[src/rtl/alu_pwr_pkg.sv]
// Shared types and default constants for the ALU power-domain sequencer.
package alu_pwr_pkg;

  typedef enum logic [2:0] {
    StOn      = 3'd0,
    StIso     = 3'd1,
    StOffWait = 3'd2,
    StOff     = 3'd3,
    StPwrUp   = 3'd4,
    StSettle  = 3'd5
  } pwr_state_e;

  localparam int unsigned DefNumDom     = 4;
  localparam int unsigned DefIsoSetup   = 2;
  localparam int unsigned DefSettle     = 4;
  localparam int unsigned DefAckTimeout = 16;

  function automatic int unsigned max3(input int unsigned a, input int unsigned b,
                                       input int unsigned c);
    int unsigned m;
    m = (a > b) ? a : b;
    return (m > c) ? m : c;
  endfunction

endpackage

[src/rtl/alu_pwr_dom_fsm.sv]
// One power domain: isolation/switch sequencing FSM, dwell counter and sticky
// acknowledge-timeout flag.
module alu_pwr_dom_fsm
  import alu_pwr_pkg::*;
#(
  parameter int unsigned ISO_SETUP   = DefIsoSetup,
  parameter int unsigned SETTLE      = DefSettle,
  parameter int unsigned ACK_TIMEOUT = DefAckTimeout
) (
  input  logic clk,
  input  logic rst_n,
  input  logic pd_req,
  input  logic alu_busy,
  input  logic psw_ack,
  input  logic err_clr,
  output logic iso,
  output logic psw,
  output logic dom_on,
  output logic err
);

  localparam int unsigned CntW = $clog2(max3(ISO_SETUP, SETTLE, ACK_TIMEOUT)) + 1;

  // The count holds edges already spent in the state, so "N cycles in the
  // state" is reached when the count equals N-1 at the deciding edge.
  localparam logic [CntW-1:0] IsoLim    = CntW'(ISO_SETUP - 1);
  localparam logic [CntW-1:0] SettleLim = CntW'(SETTLE - 1);
  localparam logic [CntW-1:0] AckLim    = CntW'(ACK_TIMEOUT - 1);

  pwr_state_e      state_q, state_d;
  logic [CntW-1:0] cnt_q, cnt_d;
  logic            iso_q, iso_d;
  logic            psw_q, psw_d;
  logic            dom_on_q, dom_on_d;
  logic            err_q, err_d;
  logic            timeout;

  always_comb begin
    state_d = state_q;
    timeout = 1'b0;
    unique case (state_q)
      StOn: begin
        if (pd_req && !alu_busy) state_d = StIso;
      end
      StIso: begin
        if (!pd_req) begin
          state_d = StOn;
        end else if (cnt_q >= IsoLim) begin
          state_d = StOffWait;
        end
      end
      StOffWait: begin
        if (!psw_ack) begin
          state_d = StOff;
        end else if (cnt_q >= AckLim) begin
          state_d = StOff;
          timeout = 1'b1;
        end
      end
      StOff: begin
        if (!pd_req) state_d = StPwrUp;
      end
      StPwrUp: begin
        if (psw_ack) begin
          state_d = StSettle;
        end else if (cnt_q >= AckLim) begin
          state_d = StSettle;
          timeout = 1'b1;
        end
      end
      StSettle: begin
        if (cnt_q >= SettleLim) state_d = StOn;
      end
      default: state_d = StOn;
    endcase
  end

  always_comb begin
    if (state_d != state_q) begin
      cnt_d = '0;
    end else if (cnt_q != '1) begin
      cnt_d = cnt_q + 1'b1;
    end else begin
      cnt_d = cnt_q;
    end

    // Outputs are decoded from the next state so they leave a flop directly.
    iso_d    = (state_d != StOn);
    psw_d    = (state_d != StOffWait) && (state_d != StOff);
    dom_on_d = (state_d == StOn);

    // A timeout in the same cycle as a clear keeps the flag set.
    err_d = err_q;
    if (err_clr) err_d = 1'b0;
    if (timeout) err_d = 1'b1;
  end

  always_ff @(posedge clk or negedge rst_n) begin
    if (!rst_n) begin
      state_q  <= StOn;
      cnt_q    <= '0;
      iso_q    <= 1'b0;
      psw_q    <= 1'b1;
      dom_on_q <= 1'b1;
      err_q    <= 1'b0;
    end else begin
      state_q  <= state_d;
      cnt_q    <= cnt_d;
      iso_q    <= iso_d;
      psw_q    <= psw_d;
      dom_on_q <= dom_on_d;
      err_q    <= err_d;
    end
  end

  assign iso    = iso_q;
  assign psw    = psw_q;
  assign dom_on = dom_on_q;
  assign err    = err_q;

endmodule

[src/rtl/alu_power_ctrl.sv]
// Per-domain power sequencer driving the ALU isolation and power-switch buses.
module alu_power_ctrl
  import alu_pwr_pkg::*;
#(
  parameter int unsigned NUM_DOM     = DefNumDom,
  parameter int unsigned ISO_SETUP   = DefIsoSetup,
  parameter int unsigned SETTLE      = DefSettle,
  parameter int unsigned ACK_TIMEOUT = DefAckTimeout
) (
  input  logic               clk,
  input  logic               rst_n,
  input  logic [NUM_DOM-1:0] pd_req,
  input  logic               alu_busy,
  input  logic [NUM_DOM-1:0] psw_ack,
  input  logic               err_clr,
  output logic [NUM_DOM-1:0] iso_ctrl,
  output logic [NUM_DOM-1:0] psw_ctrl,
  output logic [NUM_DOM-1:0] dom_on,
  output logic [NUM_DOM-1:0] err
);

  // alu_busy and err_clr are shared by every domain; each FSM only consults
  // alu_busy when leaving ON, so several domains may start together.
  for (genvar d = 0; d < NUM_DOM; d++) begin : g_dom
    alu_pwr_dom_fsm #(
      .ISO_SETUP   (ISO_SETUP),
      .SETTLE      (SETTLE),
      .ACK_TIMEOUT (ACK_TIMEOUT)
    ) u_dom (
      .clk      (clk),
      .rst_n    (rst_n),
      .pd_req   (pd_req[d]),
      .alu_busy (alu_busy),
      .psw_ack  (psw_ack[d]),
      .err_clr  (err_clr),
      .iso      (iso_ctrl[d]),
      .psw      (psw_ctrl[d]),
      .dom_on   (dom_on[d]),
      .err      (err[d])
    );
  end

endmodule

[config.mk]
export PLATFORM = sky130hd
export DESIGN_NAME = alu_power_ctrl
export DESIGN_NICKNAME = d
export VERILOG_FILES = /design/src/rtl/alu_pwr_pkg.sv /design/src/rtl/alu_pwr_dom_fsm.sv /design/src/rtl/alu_power_ctrl.sv
export SDC_FILE = /design/constraint.sdc
export NUM_CORES = 1
export LEC_CHECK = 0
export ABC_CLOCK_PERIOD_IN_PS = 3870
export BUFFER_PORTS_ARGS = -buffer_cell sky130_fd_sc_hd__buf_2
export CORE_MARGIN = 5
export CORE_UTILIZATION = 59
export DETAILED_ROUTE_END_ITERATION = 7
export GPL_TIMING_DRIVEN = 0
export PLACE_DENSITY_LB_ADDON = 0.1
export REMOVE_ABC_BUFFERS = 1
export SLEW_MARGIN = 20
export SYNTH_ARGS = -nofsm -noshare
export SYNTH_HDL_FRONTEND = slang
export SYNTH_SLANG_ARGS = --single-unit
[constraint.sdc]
create_clock -name clk -period 3.87 [get_ports clk]
set_clock_uncertainty 0.1 [all_clocks]
set_input_delay 0.5805 -clock clk [delete_from_list [all_inputs] [get_ports clk]]
set_output_delay 0.5805 -clock clk [all_outputs]
set_load 0.1 [all_outputs]
==> results.yml <==
power_and_ir_drop:
  ir_worst_vdd_mv: 0.613
  powerDensity_mw_per_mm2: 858
  leakagePower_nw: 1.48
cts:
  cts_max_level: 2
  cts_buffers: 5
  ctsHoldBuffers: 0
  cts_tree: "done"
  cts_max_path_buffers: 2
  clk_pin_slew_ps: 90
  clk_latency_ps: 300
  clock-sinks: 48
  cts_root_buf: "clkbuf_8"
  ctsResizeCount: 0
  postCtsSetupBuffers: 0
logic_synthesis:
  synthCells: 323
  synthArstFlopShare_pct: 100
  yosys_warnings: 0
  avgSynthCellArea_um2: 9.27
  seq_area_frac_synth_pct: 40.4
  dominantRegCellSynth: "dfrtp_1"
  synth_edf_count: 0
  yosysUniqueCellTypes: 52
  synth_seq_cells: 48
  syn_area_mm2: 0.00300
final_layout:
  diodes: 0
  fill_cells: 445
  register_area_mm2: 0.00121
  layout_commonest_cell: "dfrtp_1"
  area_growth_pct: 5.31
  final_cell_mix: "40 x dfrtp_1, 31 x nor2_1, 26 x buf_2, 24 x inv_1, 21 x a21oi_1"
  drive_above_1_share_pct: 15.7
  finalNetCount: 359
  multi_input_area_mm2: 0.00153
global_route:
  grtUsageTotal_pct: 19.0
  grt_antenna_before_repair: 0
  grt_pass1_wl_mm: 9.68
  grt_overflow: 0
  grt_pass1_vias: 2092
  grt_max_degree: 49
timing:
  timing_worst_slew_pin_value_ps: 657
  timing.final.crit_share_pct: 73.6
  clock.fmax_mhz: 351
  fin_worst_hold_slack_ps: 164
  max_slew_margin_pct: 55.8
  finalMaxSlewViolations: 0
  hold_viol_final: 0
  rsz0062_at_grt: "no"
  final.min_clock_period_ps: 2850
  tns_ps: 0
  setup_viol_count_final: 0
critical_path:
  worstSetupStartpointType: "flip-flop"
  cp_slowest_cell: "dfrtp_1"
  crit_family: "simple AND/OR/NAND/NOR gates"
  crit_fanout: 8
  required_ps: 3960
  crit_top_cell: "ha_1"
  worst_path_largest_cell_delay_ps: 500
  crit_buf_inv: 0
  criticalPathCategory: "reg2reg"
  end_kind: "flip-flop"
  worstPathArrival_ps: 2940
  cp_cell_sequence: "ha_1 -> and3_1 -> ha_1 -> nor2_1 -> a311oi_1 -> a311o_2 -> or2_1 -> or3_1"
floorplan:
  die_h_um: 81.3
  dieArea_mm2: 0.00660
  fp.dieW_um: 81.3
  num_rows: 26
  initial_core_util_pct: 59.8
  io-pin-count: 28
  coreArea_mm2: 0.00501
routing:
  wl_mm: 5.71
  first_pass_iters: 4
  drcViolationCount: 0
  routedWlPerCell_um: 14.2
  ant_nets: 0
  viasPerCell: 5.74
  via_count: 2309
  drtIter0Drc: 117
place:
  hpwl_mm: 4.10
  io_buffer_count: 27
  place_congestion: 0.806
worst_hold_path:
  min_path_type: "in2async"
job:
  timing.max_cap.violations: 0
outcome:
  outcome: "finished clean"
per-stage QoR:
| stage | instances | instance area, um2 | setup WS (ps) | utilization [%] | total power [mW] |
|---|---|---|---|---|---|
| floorplan | 297 | 2830 | 1250 | - | 2.11 |
| global placement | 394 | 3060 | 1030 | 61.0 | 2.37 |
| detailed placement | 394 | 3060 | 1030 | 61.0 | 2.39 |
| CTS | 402 | 3150 | 1010 | 62.9 | 2.72 |
| global route | 402 | 3150 | 879 | 63.0 | 2.91 |
| finish | 402 | 3150 | 1020 | 63.0 | 2.71 |
final timing paths:
| path | from | to | slack [ps] | cells after the start |
|---|---|---|---|---|
| setup reg to reg | g_dom[0].u_dom.cnt_q[0] | g_dom[0].u_dom.iso | 1020 | 8 |
| min in group clk | g_dom[0].u_dom.err | g_dom[0].u_dom.err | 400 | 1 |
| setup / recovery | g_dom[0].u_dom.cnt_q[0] | g_dom[0].u_dom.iso | 1020 | 8 |
| hold reg to reg | g_dom[0].u_dom.err | g_dom[0].u_dom.err | 400 | 1 |
| max in group asynchronous | rst_n | g_dom[3].u_dom.state_q[1] | 3090 | 1 |
| hold / removal | rst_n | g_dom[0].u_dom.cnt_q[4] | 160 | 1 |
per-layer routing:
metal	vias up	GRT usage (%)	wire, um
met5	-	0	0
met3	9	3.44	190
met4	0	7.77	95
met2	41	30.0	2650
li1	1148	-	-
met1	1111	25.9	2780
cells in the mapped netlist, drive strengths merged, types with 3 or more instances:
cell | instances | area share (%)
nand4 | 4 | 0.84
nor3 | 11 | 1.8
nor2 | 31 | 3.9
nand3 | 3 | 0.50
a31oi | 4 | 0.84
dfstp | 8 | 7.0
inv | 24 | 3.0
a32o | 3 | 1.0
nand2b | 7 | 1.5
nand4b | 4 | 1.2
xnor2 | 7 | 2.0
nor3b | 4 | 1.0
a311o | 3 | 1.0
and3 | 5 | 1.0
or3 | 7 | 1.5
or4 | 4 | 1.3
a221oi | 3 | 1.1
xor2 | 7 | 2.0
nor2b | 12 | 2.5
ha | 16 | 6.7
a21o | 4 | 1.0
nand2 | 16 | 2.0
o211ai | 4 | 1.0
a211o | 3 | 0.88
clkbuf | 8 | 1.0
a21oi | 21 | 3.5
o31ai | 3 | 0.75
o21ai | 18 | 3.0
dfrtp | 40 | 33
buf | 18 | 4.4
o2111ai | 3 | 0.88
cell families (layout without fill, tap and decap cells):
group           after synthesis  in the layout  synth area share, %
flops                        48             48                 40.4
fa+ha+maj                    16             16                 6.68
buf+inv                      50             59                 8.44
compound gates               77             77                 18.1
mux                           2              2                0.919
simple gates                116            116                 21.3
xor+xnor                     14             14                 4.09
final cells by class:
| cell class | count | share of cell area (%) |
|---|---|---|
| clock buffers | 6 | 2.62 |
| clock inverters | 2 | 0.436 |
| inverters | 24 | 2.86 |
| multi-input cells | 225 | 48.6 |
| flip-flops and latches | 48 | 38.4 |
| well taps | 70 | 2.78 |
| repair buffers | 27 | 4.36 |
registers in the layout (all words and copies together) (netlist names):
register             cells
g_dom.u_dom.cnt_q       20
g_dom.u_dom.state_q     12
g_dom.u_dom.dom_on       4
g_dom.u_dom.err          4
g_dom.u_dom.iso          4
g_dom.u_dom.psw          4
power by group:
group / total, mW / leakage [nW] / switching, mW / internal [mW]
Combinational: 1.43 / 0.824 / 0.992 / 0.442
Clock: 0.321 / 0.0516 / 0.174 / 0.146
Sequential: 0.952 / 0.606 / 0.239 / 0.713
Power figures use the tool's default switching activity.
